### src/rtl/pc_redirect_ctrl_pkg.sv
// Shared types and constants for the next-PC / prediction-tracking stage.
// Holds the fetch address-bus constants and the in-flight prediction record.
package pc_redirect_ctrl_pkg;

    localparam logic [31:0] ZERO_WORD    = 32'h0000_0000;
    localparam logic [31:0] PC_INC       = 32'd4;
    localparam logic        JUMP_ENABLE  = 1'b1;
    localparam logic        JUMP_DISABLE = 1'b0;

    typedef logic [31:0] inst_addr_t;

    typedef struct packed {
        inst_addr_t addr;
        logic       pred_taken;
        inst_addr_t pred_target;
    } pred_entry_t;

    // Sequential successor of a fetch address; wraps naturally at 2^32.
    function automatic inst_addr_t pc_plus_inc(input inst_addr_t pc);
        return pc + PC_INC;
    endfunction

endpackage

### src/rtl/pc_redirect_ctrl_if.sv
// Signal bundle between bpu/decode/execute and the next-PC stage.
// pred_valid_i offers a prediction; stall_o low is its ready. A prediction
// is taken only in a cycle where pred_valid_i=1 and stall_o=0 and flush_o=0.
interface pc_redirect_ctrl_if #(parameter int DEPTH = 4);

    localparam int OCC_W = $clog2(DEPTH) + 1;

    logic             pc_en_i;
    logic             pred_valid_i;
    logic [31:0]      inst_addr_i;
    logic             bp_result_i;
    logic [31:0]      bp_jump_addr_i;
    logic             ex_resolve_valid_i;
    logic             ex_taken_i;
    logic [31:0]      ex_target_i;
    logic             int_assert_i;
    logic [31:0]      int_addr_i;
    logic [31:0]      pc_o;
    logic             fetch_kill_o;
    logic             flush_o;
    logic             stall_o;
    logic             last_jump_o;
    logic [31:0]      last_addr_o;
    logic             last_need_predict_o;
    logic [OCC_W-1:0] occupancy_o;
    logic             err_o;

    modport slave (
        input  pc_en_i, pred_valid_i, inst_addr_i, bp_result_i, bp_jump_addr_i,
               ex_resolve_valid_i, ex_taken_i, ex_target_i, int_assert_i, int_addr_i,
        output pc_o, fetch_kill_o, flush_o, stall_o, last_jump_o, last_addr_o,
               last_need_predict_o, occupancy_o, err_o
    );

    modport master (
        output pc_en_i, pred_valid_i, inst_addr_i, bp_result_i, bp_jump_addr_i,
               ex_resolve_valid_i, ex_taken_i, ex_target_i, int_assert_i, int_addr_i,
        input  pc_o, fetch_kill_o, flush_o, stall_o, last_jump_o, last_addr_o,
               last_need_predict_o, occupancy_o, err_o
    );

endinterface

### src/rtl/pc_redirect_ctrl_pred_fifo.sv
// In-flight prediction queue: synchronous FIFO with clear, head peek and count.
// Caller never pushes into a full FIFO without a same-cycle pop.
module pc_redirect_ctrl_pred_fifo
    import pc_redirect_ctrl_pkg::*;
#(
    parameter int DEPTH = 4
) (
    input  logic                      clk,
    input  logic                      rst,
    input  logic                      push,
    input  logic                      pop,
    input  logic                      clear,
    input  pred_entry_t               din,
    output pred_entry_t               head,
    output logic [$clog2(DEPTH):0]    count
);

    localparam int AW = $clog2(DEPTH);

    pred_entry_t   mem [DEPTH];
    logic [AW-1:0] wr_ptr;
    logic [AW-1:0] rd_ptr;

    always_ff @(posedge clk) begin
        if (push && !clear) begin
            mem[wr_ptr] <= din;
        end
    end

    always_ff @(posedge clk or negedge rst) begin
        if (!rst) begin
            wr_ptr <= '0;
            rd_ptr <= '0;
            count  <= '0;
        end else if (clear) begin
            wr_ptr <= '0;
            rd_ptr <= '0;
            count  <= '0;
        end else begin
            if (push) wr_ptr <= wr_ptr + AW'(1);
            if (pop)  rd_ptr <= rd_ptr + AW'(1);
            case ({push, pop})
                2'b10:   count <= count + (AW+1)'(1);
                2'b01:   count <= count - (AW+1)'(1);
                default: count <= count;
            endcase
        end
    end

    assign head = mem[rd_ptr];

endmodule

### src/rtl/pc_redirect_ctrl.sv
// Next-PC selection, mispredict repair and bpu training feedback.
// Every issued prediction is queued until execute resolves it in order.
module pc_redirect_ctrl
    import pc_redirect_ctrl_pkg::*;
#(
    parameter int          DEPTH    = 4,
    parameter logic [31:0] RESET_PC = 32'h0000_0000
) (
    input  logic           clk,
    input  logic           rst,
    pc_redirect_ctrl_if.slave bus
);

    localparam int OCC_W = $clog2(DEPTH) + 1;

    pred_entry_t      head;
    pred_entry_t      new_entry;
    logic [OCC_W-1:0] count;
    logic             has_entry;
    logic             pop;
    logic             push;
    logic             mis;
    logic             flush;
    logic             stall;
    inst_addr_t       fix_pc;
    inst_addr_t       pc_q;
    inst_addr_t       pc_next;
    logic             last_jump_q;
    inst_addr_t       last_addr_q;
    logic             last_need_q;
    logic             err_q;

    assign has_entry = (count != '0);
    assign pop       = bus.ex_resolve_valid_i & has_entry;

    // A mispredict is only meaningful against a real head entry.
    assign mis = pop & ((bus.ex_taken_i != head.pred_taken) |
                        (bus.ex_taken_i & (bus.ex_target_i != head.pred_target)));
    assign fix_pc = bus.ex_taken_i ? bus.ex_target_i : pc_plus_inc(head.addr);

    assign flush = bus.int_assert_i | mis;
    // A same-cycle resolve frees a slot, so a full FIFO only stalls without one.
    assign stall = bus.pred_valid_i & (count == OCC_W'(DEPTH)) & ~bus.ex_resolve_valid_i;
    assign push  = bus.pred_valid_i & ~stall & ~flush;

    assign new_entry = '{addr:        bus.inst_addr_i,
                         pred_taken:  bus.bp_result_i,
                         pred_target: bus.bp_jump_addr_i};

    pc_redirect_ctrl_pred_fifo #(.DEPTH(DEPTH)) u_pred_fifo (
        .clk   (clk),
        .rst   (rst),
        .push  (push),
        .pop   (pop),
        .clear (flush),
        .din   (new_entry),
        .head  (head),
        .count (count)
    );

    always_comb begin
        pc_next = pc_q;
        if (bus.int_assert_i) begin
            pc_next = bus.int_addr_i;
        end else if (mis) begin
            pc_next = fix_pc;
        end else if (stall) begin
            pc_next = pc_q;
        end else if (bus.pred_valid_i && bus.bp_result_i) begin
            pc_next = bus.bp_jump_addr_i;
        end else if (!bus.pc_en_i) begin
            pc_next = pc_q;
        end else begin
            pc_next = pc_plus_inc(pc_q);
        end
    end

    always_ff @(posedge clk or negedge rst) begin
        if (!rst) begin
            pc_q        <= RESET_PC;
            last_jump_q <= JUMP_DISABLE;
            last_addr_q <= ZERO_WORD;
            last_need_q <= 1'b0;
            err_q       <= 1'b0;
        end else begin
            pc_q        <= pc_next;
            last_need_q <= pop;
            if (pop) begin
                last_jump_q <= bus.ex_taken_i;
                last_addr_q <= head.addr;
            end
            if (bus.ex_resolve_valid_i && !has_entry) begin
                err_q <= 1'b1;
            end
        end
    end

    assign bus.pc_o                = pc_q;
    assign bus.fetch_kill_o        = push & bus.bp_result_i;
    assign bus.flush_o             = flush;
    assign bus.stall_o             = stall;
    assign bus.last_jump_o         = last_jump_q;
    assign bus.last_addr_o         = last_addr_q;
    assign bus.last_need_predict_o = last_need_q;
    assign bus.occupancy_o         = count;
    assign bus.err_o               = err_q;

endmodule

### src/flat_wrapper.sv
// flat-port wrapper written by rule: the top's interface ports become plain ports
module pc_redirect_ctrl_flat import pc_redirect_ctrl_pkg::*;
#(
    parameter int          DEPTH    = 4,
    parameter logic [31:0] RESET_PC = 32'h0000_0000
)
  (clk, rst, bus_pc_en_i, bus_pred_valid_i, bus_inst_addr_i, bus_bp_result_i, bus_bp_jump_addr_i, bus_ex_resolve_valid_i, bus_ex_taken_i, bus_ex_target_i, bus_int_assert_i, bus_int_addr_i, bus_pc_o, bus_fetch_kill_o, bus_flush_o, bus_stall_o, bus_last_jump_o, bus_last_addr_o, bus_last_need_predict_o, bus_occupancy_o, bus_err_o);
  pc_redirect_ctrl_if #(.DEPTH(DEPTH)) bus_i ();
  input  logic clk;
  input  logic rst;
  input wire logic [$bits(bus_i.pc_en_i)-1:0] bus_pc_en_i;
  input wire logic [$bits(bus_i.pred_valid_i)-1:0] bus_pred_valid_i;
  input wire logic [$bits(bus_i.inst_addr_i)-1:0] bus_inst_addr_i;
  input wire logic [$bits(bus_i.bp_result_i)-1:0] bus_bp_result_i;
  input wire logic [$bits(bus_i.bp_jump_addr_i)-1:0] bus_bp_jump_addr_i;
  input wire logic [$bits(bus_i.ex_resolve_valid_i)-1:0] bus_ex_resolve_valid_i;
  input wire logic [$bits(bus_i.ex_taken_i)-1:0] bus_ex_taken_i;
  input wire logic [$bits(bus_i.ex_target_i)-1:0] bus_ex_target_i;
  input wire logic [$bits(bus_i.int_assert_i)-1:0] bus_int_assert_i;
  input wire logic [$bits(bus_i.int_addr_i)-1:0] bus_int_addr_i;
  output wire logic [$bits(bus_i.pc_o)-1:0] bus_pc_o;
  output wire logic [$bits(bus_i.fetch_kill_o)-1:0] bus_fetch_kill_o;
  output wire logic [$bits(bus_i.flush_o)-1:0] bus_flush_o;
  output wire logic [$bits(bus_i.stall_o)-1:0] bus_stall_o;
  output wire logic [$bits(bus_i.last_jump_o)-1:0] bus_last_jump_o;
  output wire logic [$bits(bus_i.last_addr_o)-1:0] bus_last_addr_o;
  output wire logic [$bits(bus_i.last_need_predict_o)-1:0] bus_last_need_predict_o;
  output wire logic [$bits(bus_i.occupancy_o)-1:0] bus_occupancy_o;
  output wire logic [$bits(bus_i.err_o)-1:0] bus_err_o;
  assign bus_i.pc_en_i = bus_pc_en_i;
  assign bus_i.pred_valid_i = bus_pred_valid_i;
  assign bus_i.inst_addr_i = bus_inst_addr_i;
  assign bus_i.bp_result_i = bus_bp_result_i;
  assign bus_i.bp_jump_addr_i = bus_bp_jump_addr_i;
  assign bus_i.ex_resolve_valid_i = bus_ex_resolve_valid_i;
  assign bus_i.ex_taken_i = bus_ex_taken_i;
  assign bus_i.ex_target_i = bus_ex_target_i;
  assign bus_i.int_assert_i = bus_int_assert_i;
  assign bus_i.int_addr_i = bus_int_addr_i;
  assign bus_pc_o = bus_i.pc_o;
  assign bus_fetch_kill_o = bus_i.fetch_kill_o;
  assign bus_flush_o = bus_i.flush_o;
  assign bus_stall_o = bus_i.stall_o;
  assign bus_last_jump_o = bus_i.last_jump_o;
  assign bus_last_addr_o = bus_i.last_addr_o;
  assign bus_last_need_predict_o = bus_i.last_need_predict_o;
  assign bus_occupancy_o = bus_i.occupancy_o;
  assign bus_err_o = bus_i.err_o;
  pc_redirect_ctrl #(.DEPTH(DEPTH), .RESET_PC(RESET_PC)) u_core (.clk(clk), .rst(rst), .bus(bus_i));
endmodule
### config.mk
export PLATFORM = sky130hd
export DESIGN_NAME = pc_redirect_ctrl_flat
export DESIGN_NICKNAME = d
export VERILOG_FILES = /design/src/rtl/pc_redirect_ctrl_pkg.sv /design/src/rtl/pc_redirect_ctrl_if.sv /design/src/rtl/pc_redirect_ctrl_pred_fifo.sv /design/src/rtl/pc_redirect_ctrl.sv /design/src/flat_wrapper.sv
export SDC_FILE = /design/constraint.sdc
export NUM_CORES = 1
export LEC_CHECK = 0
export ABC_CLOCK_PERIOD_IN_PS = 17800
export BUFFER_PORTS_ARGS = -buffer_cell sky130_fd_sc_hd__buf_2
export CAP_MARGIN = 20
export CORE_UTILIZATION = 43
export CTS_CLUSTER_DIAMETER = 80
export CTS_CLUSTER_SIZE = 40
export DETAILED_ROUTE_END_ITERATION = 10
export GPL_TIMING_DRIVEN = 0
export HOLD_SLACK_MARGIN = 0.08
export RECOVER_POWER = 25
export SYNTH_ARGS = -nofsm -noshare
export SYNTH_HDL_FRONTEND = slang
export SYNTH_SLANG_ARGS = --single-unit
### constraint.sdc
create_clock -name clk -period 17.8 [get_ports clk]
set_clock_uncertainty 0.15 [all_clocks]
set_input_delay 3.56 -clock clk [delete_from_list [all_inputs] [get_ports clk]]
set_output_delay 3.56 -clock clk [all_outputs]
set_load 0.005 [all_outputs]
Yosys cells after proc, flatten, opt, wreduce, memory -nomap -nowiden
Memories as Yosys holds them, arrays and structs flattened.
Index checks and enable logic that the tools add are counted.
W data, S select, Z words.
{"block": "word_totals", "output_inout_bits": 73, "input_bits": 136, "wordCells": 59, "mem_bits_rw": 260, "ff_bits": 74, "memories": 1}
{"block": "classes", "muxes": 14, "n_reduce_logical": 11, "n_bitwise": 13, "n_eq_ne": 6, "addsub": 6}
{"name": "u_core.u_pred_fifo.mem", "words": 4, "word_bits": 65, "rd": 1, "rd_ports_with_merged_regs": 0, "wr": 1, "line": "pc_redirect_ctrl_pred_fifo.sv:20", "rtl": "pred_entry_t mem [DEPTH];"}
{"cell": "$mux W32", "n": 6}
{"cell": "$add A32 B3 Y32 const B", "n": 2}
{"cell": "$ne A32 B32 Y1", "n": 1}
{"cell": "$and A1 B1 Y1", "n": 8}
{"cell": "$mux W2", "n": 4}
{"cell": "$pmux W3 S2", "n": 1}
{"cell": "$reduce_bool A3 Y1", "n": 2}
{"cell": "$add A2 B1 Y2 const B", "n": 2}
{"cell": "$reduce_bool A2 Y1", "n": 2}
{"cell": "$reduce_bool A4 Y1", "n": 1}
{"cell": "$add A3 B1 Y3 const B", "n": 1}
{"cell": "$eq A3 B3 Y1 const B", "n": 1}
{"cell": "$logic_and A1 B1 Y1", "n": 3}
{"cell": "$mux W3", "n": 1}
{"cell": "$ne A3 B2 Y1 const B", "n": 1}
{"cell": "$not A1 Y1", "n": 3}
{"cell": "$sub A3 B1 Y3 const B", "n": 1}
{"cell": "$eq A2 B1 Y1 const B", "n": 1}
{"cell": "$eq A2 B2 Y1 const B", "n": 1}
{"cell": "$logic_not A1 Y1", "n": 2}
{"cell": "$mux W1", "n": 2}
{"cell": "$or A1 B1 Y1", "n": 2}
{"cell": "$reduce_and A2 Y1", "n": 1}
{"cell": "$ne A1 B1 Y1", "n": 1}

Depth between registers and ports, before layout
An unclocked memory read counts as a cell.
{"block": "depth", "word_depth": 11, "depth_mapped": 20, "mapped_depth_nobuf": 13}

Hierarchy
A second synthesis with hierarchy kept.
{"block": "unflattened", "hier_cells": 1025, "hier_area_um2": 15035.7}
{"mod": "pc_redirect_ctrl_pred_fifo", "area_per_inst_um2": 9840.7, "n_inst": 1, "cells_each": 381, "seq_area_each_um2": 7982.7}
{"mod": "pc_redirect_ctrl", "area_per_inst_um2": 5195.0, "n_inst": 1, "cells_each": 644, "seq_area_each_um2": 1676.6}

Worst setup path after synthesis
Ideal clock, no wire load.
{"block": "synth_timing", "path_type": "input -> output", "start": "input bus_ex_target_i[3]", "end": "output bus_fetch_kill_o", "t_arrival_ns": 5.568, "t_required_ns": 14.090, "path_buffers": 3, "path_slack_ns": 8.522, "cell_stages": 10, "path_cell_list": "xor2_1 > nor4_2 > nand4_1 > or4b_1 > clkbuf_1 > o21bai_1 > buf_2 > buf_4 > nand4_1 > nor2_1"}
{"block": "synth_via", "elab_chain_len": 8}
{"item": "from (decl)", "line": "flat_wrapper.sv:18", "rtl": "input wire logic [$bits(bus_i.ex_target_i)-1:0] bus_ex_target_i;"}
{"item": "$ne A32 B32 Y1", "line": "pc_redirect_ctrl.sv:38", "rtl": "(bus.ex_taken_i & (bus.ex_target_i != head.pred_target)));"}
{"item": "$and A1 B1 Y1", "line": "pc_redirect_ctrl.sv:38"}
{"item": "$or A1 B1 Y1", "line": "pc_redirect_ctrl.sv:37", "rtl": "assign mis = pop & ((bus.ex_taken_i != head.pred_taken) |"}
{"item": "$and A1 B1 Y1", "line": "pc_redirect_ctrl.sv:37"}
{"item": "$or A1 B1 Y1", "line": "pc_redirect_ctrl.sv:41", "rtl": "assign flush = bus.int_assert_i | mis;"}
{"item": "$not A1 Y1", "line": "pc_redirect_ctrl.sv:44", "rtl": "assign push = bus.pred_valid_i & ~stall & ~flush;"}
{"item": "$and A1 B1 Y1", "line": "pc_redirect_ctrl.sv:44"}
{"item": "$and A1 B1 Y1", "line": "pc_redirect_ctrl.sv:99", "rtl": "assign bus.fetch_kill_o = push & bus.bp_result_i;"}
{"item": "to (decl)", "line": "flat_wrapper.sv:22", "rtl": "output wire logic [$bits(bus_i.fetch_kill_o)-1:0] bus_fetch_kill_o;"}
Every way passes these cells.

Final worst setup path
Ends and elaborated chain as after synthesis.

==> run metrics <==
outcome finished, final reports clean; die area about 36000 µm²; standard-cell rows ~70; switching power total ~0.72 mW; Peak supply drop 0.0654 mV; chip width approximately 190 µm; number of port buffers a little over 200; average instance area after synthesis 14.0 µm²; count of H-tree levels built during CTS 1; MaxCap Viol Count 0; count of final max-slew check failures 0; number of violations reported at the end of detailed-routing iteration 0 1067; Net Count, Synth approximately 1200; fraction of final layout cells with drive strength greater than 1 0.222; Required @ worst endpoint 14.09 ns; number of enable-type register cells in the synthesized netlist 260; routability congestion estimate from global placement 0.948; CP max FO 10; clock share of power 0.251; Post-CTS Setup Inserts 0; root cell of the clock tree clkbuf_16; number of gates resized after CTS 0; transition time at the pin with the least slew margin 1.04 ns; fin area 17600 µm²; largest family of logic cells by synthesized area multiplexers; proportion of total power due to net switching 0.340; total routing usage reported by global routing 0.257; Cell Area, Placed between 15000 and 20000 µm²; relative area change from synthesis to final layout 16.4%; Tmin final 10.78 ns; number of synthesized register bits 334; pin count of the biggest net entering global routing 64; antenna violations before repair 5; adder and majority gate portion of the synthesized area 0.00710; commonest cells after routing, fill and taps aside edfxtp_1 (260), buf_2 (171), nand2_1 (155); post-CTS clock slew at the launch and capture registers of the worst setup and hold paths 0.11 ns; via count of the first global-routing pass ~10000; total via count in the routed design 10200; Crit Path Class in -> out; gate count after technology mapping 1085; clock tree from TritonCTS yes; area fraction in compound gates after synthesis 0.0669; nets@finish 1468; Int Pwr 1.41 mW; most instantiated flip-flop cell in the synthesis netlist edfxtp_1; commonest non-fill, non-tap cell in the layout edfxtp_1; Initial Utilization 0.438; Bufs on Longest Clock Path 3; io pins 209; final sum of negative setup slack 0 ns; Fin. Hold Viols 0; power density normalized to cell area 121 nW/µm²; post-synthesis share of cell area spent on xor and xnor gates 0.0486; drc violations 0; Final Cycle Share 0.606; data arrival time of the critical path 7.07 ns; total standard cell area after synthesis between 15000 and 20000 µm²; final routed wire length divided by cell count between 20 and 30 µm; mux cell area share after synthesis 0.122; core box area 34600 µm²; final standard cell utilization of the core 0.509; die height 190 µm; cts bufs inserted 19; Total Routed Length 46000 µm; CTS Sinks 334; leakage power summed over all cells 6.44 nW; combinational cell fraction of total power 0.280; Syn. warnings 0; part of the Yosys area used for sequential elements 0.638; Clock Latency Late Sink approximately 0.54 ns; kind of end point of the critical path primary output; fraction of the mapped netlist area in simple logic gates 0.0937; number of nets still failing antenna checks after routing 0; per-cell via count in the routed design about 5.7; Tightest Hold Check Type reg -> reg; global-route wire length before repair between 60000 and 70000 µm; unrepaired setup endpoints after global routing no; Unique masters post-synth 64; GRT overflow 0; number of buffers added to fix hold violations after cts 0; Synth async-reset ratio 0.222; startpoint class of the critical path input port; total of endpoints with negative setup slack in the final report 0; Relative slew margins 0.309; Max Fclk 0.0927 GHz; relative contribution of sequential cells to total power 0.469; dpl hpwl 34300 µm; number of iterations in the first detailed-routing pass 7
-- cell usage after synthesis, types with 17 or more instances --
| cell type | instances | area (µm²) |
|---|---|---|
| inv_1 | 17 | 63.8 |
| dfrtp_1 | 74 | 1850 |
| xor2_1 | 48 | 420 |
| nor2_1 | 54 | 203 |
| edfxtp_1 | 260 | 7810 |
| nand2_1 | 155 | 582 |
| o21ai_0 | 57 | 285 |
| a21oi_1 | 25 | 125 |
| mux2i_1 | 51 | 510 |
| nand3_1 | 30 | 150 |
| mux4_2 | 55 | 1240 |
| xnor2_1 | 36 | 315 |
| clkbuf_1 | 36 | 135 |
-- flip-flops by register name, summed over array words and instances, names as in the netlist --
register and flops:
u_core.u_pred_fifo.wr_ptr 2, u_core.bus.last_need_predict_o 1, u_core.bus.last_addr_o 32, u_core.u_pred_fifo.mem 260, u_core.u_pred_fifo.count 3, u_core.u_pred_fifo.rd_ptr 2, u_core.bus.pc_o 32, u_core.bus.err_o 1
u_core.bus.last_jump_o 1
-- cells by family (layout without fill, tap and decap cells) --
group / after synthesis / count (layout)
DFF: 334 / 334
other: 0 / 2
AOI/OAI and AO/OA: 155 / 155
and+or+nand+nor: 312 / 312
muxes: 115 / 115
xor gates and xnor gates: 84 / 84
adders and majority gates: 8 / 8
buffers and inverters: 77 / 328
-- area by class of cell --
class                           count  area [µm²]
Clock buffer                       20         479
Multi-Input combinational cell    674        5160
Inverter                           17        63.8
Tap cell                          455         569
Fill cell                        3080       17000
Antenna cell                        2        5.00
Sequential cell                   334        9660
Timing Repair Buffer              218        1170
Buffer                             60         300
Clock inverter                     13         225
-- metrics by stage --
stage	total power, mW	hold slack (ns)	cells	worst slack [ns]
final	2.13	0.315	1793	7.02
after global routing	2.22	0.348	1792	6.87
after CTS	2.14	0.318	1791	7.11
after detailed placement	1.61	0.292	1758	7.13
after global placement	1.60	0.284	1747	5.33
after floorplan	1.36	0.301	1085	8.52
-- routing by layer --
layer / track usage / vias up / share of wire
met5: 0 / - / 0.00048
met4: 0.0865 / 4 / 0.033
met1: 0.353 / 5219 / 0.43
met3: 0.0491 / 79 / 0.071
li1: - / 4564 / -
met2: 0.410 / 371 / 0.47
-- critical path, stage by stage --
cell	delay, ns
buf_2	0.13
xor2_1	0.17
nor4_2	0.40
nand4_1	0.32
or4b_1	0.56
clkbuf_1	0.22
o21bai_1	0.17
buf_2	0.27
buf_4	0.27
nand4_1	0.60
nor2_1	0.25
buf_2	0.14
-- power by group through the flow --
stage               clock (mW)  sequential [mW]  combinational (mW)
floorplan                    0             1.01               0.348
global placement             0             1.02               0.582
detailed placement           0             1.01               0.598
CTS                      0.543            0.997               0.601
global route             0.565             1.01               0.647
finish                   0.534            0.999               0.597
-- worst paths after layout --
kind | from | to | slack [ns] | cells past startpoint
worst max register to register | u_core.u_pred_fifo.rd_ptr[1] | u_core.u_pred_fifo.mem[1][25] | 11.70 | 14
worst min-delay path | u_core.bus.err_o | u_core.bus.err_o | 0.32 | 1
max in group asynchronous | rst | u_core.bus.pc_o[6] | 13.67 | 2
worst max-delay path | bus_ex_target_i[3] | bus_fetch_kill_o | 7.02 | 12
worst min register to register | u_core.bus.err_o | u_core.bus.err_o | 0.32 | 1
min in group asynchronous | rst | u_core.bus.last_addr_o[14] | 2.95 | 1
Power figures use the tool's default switching activity.
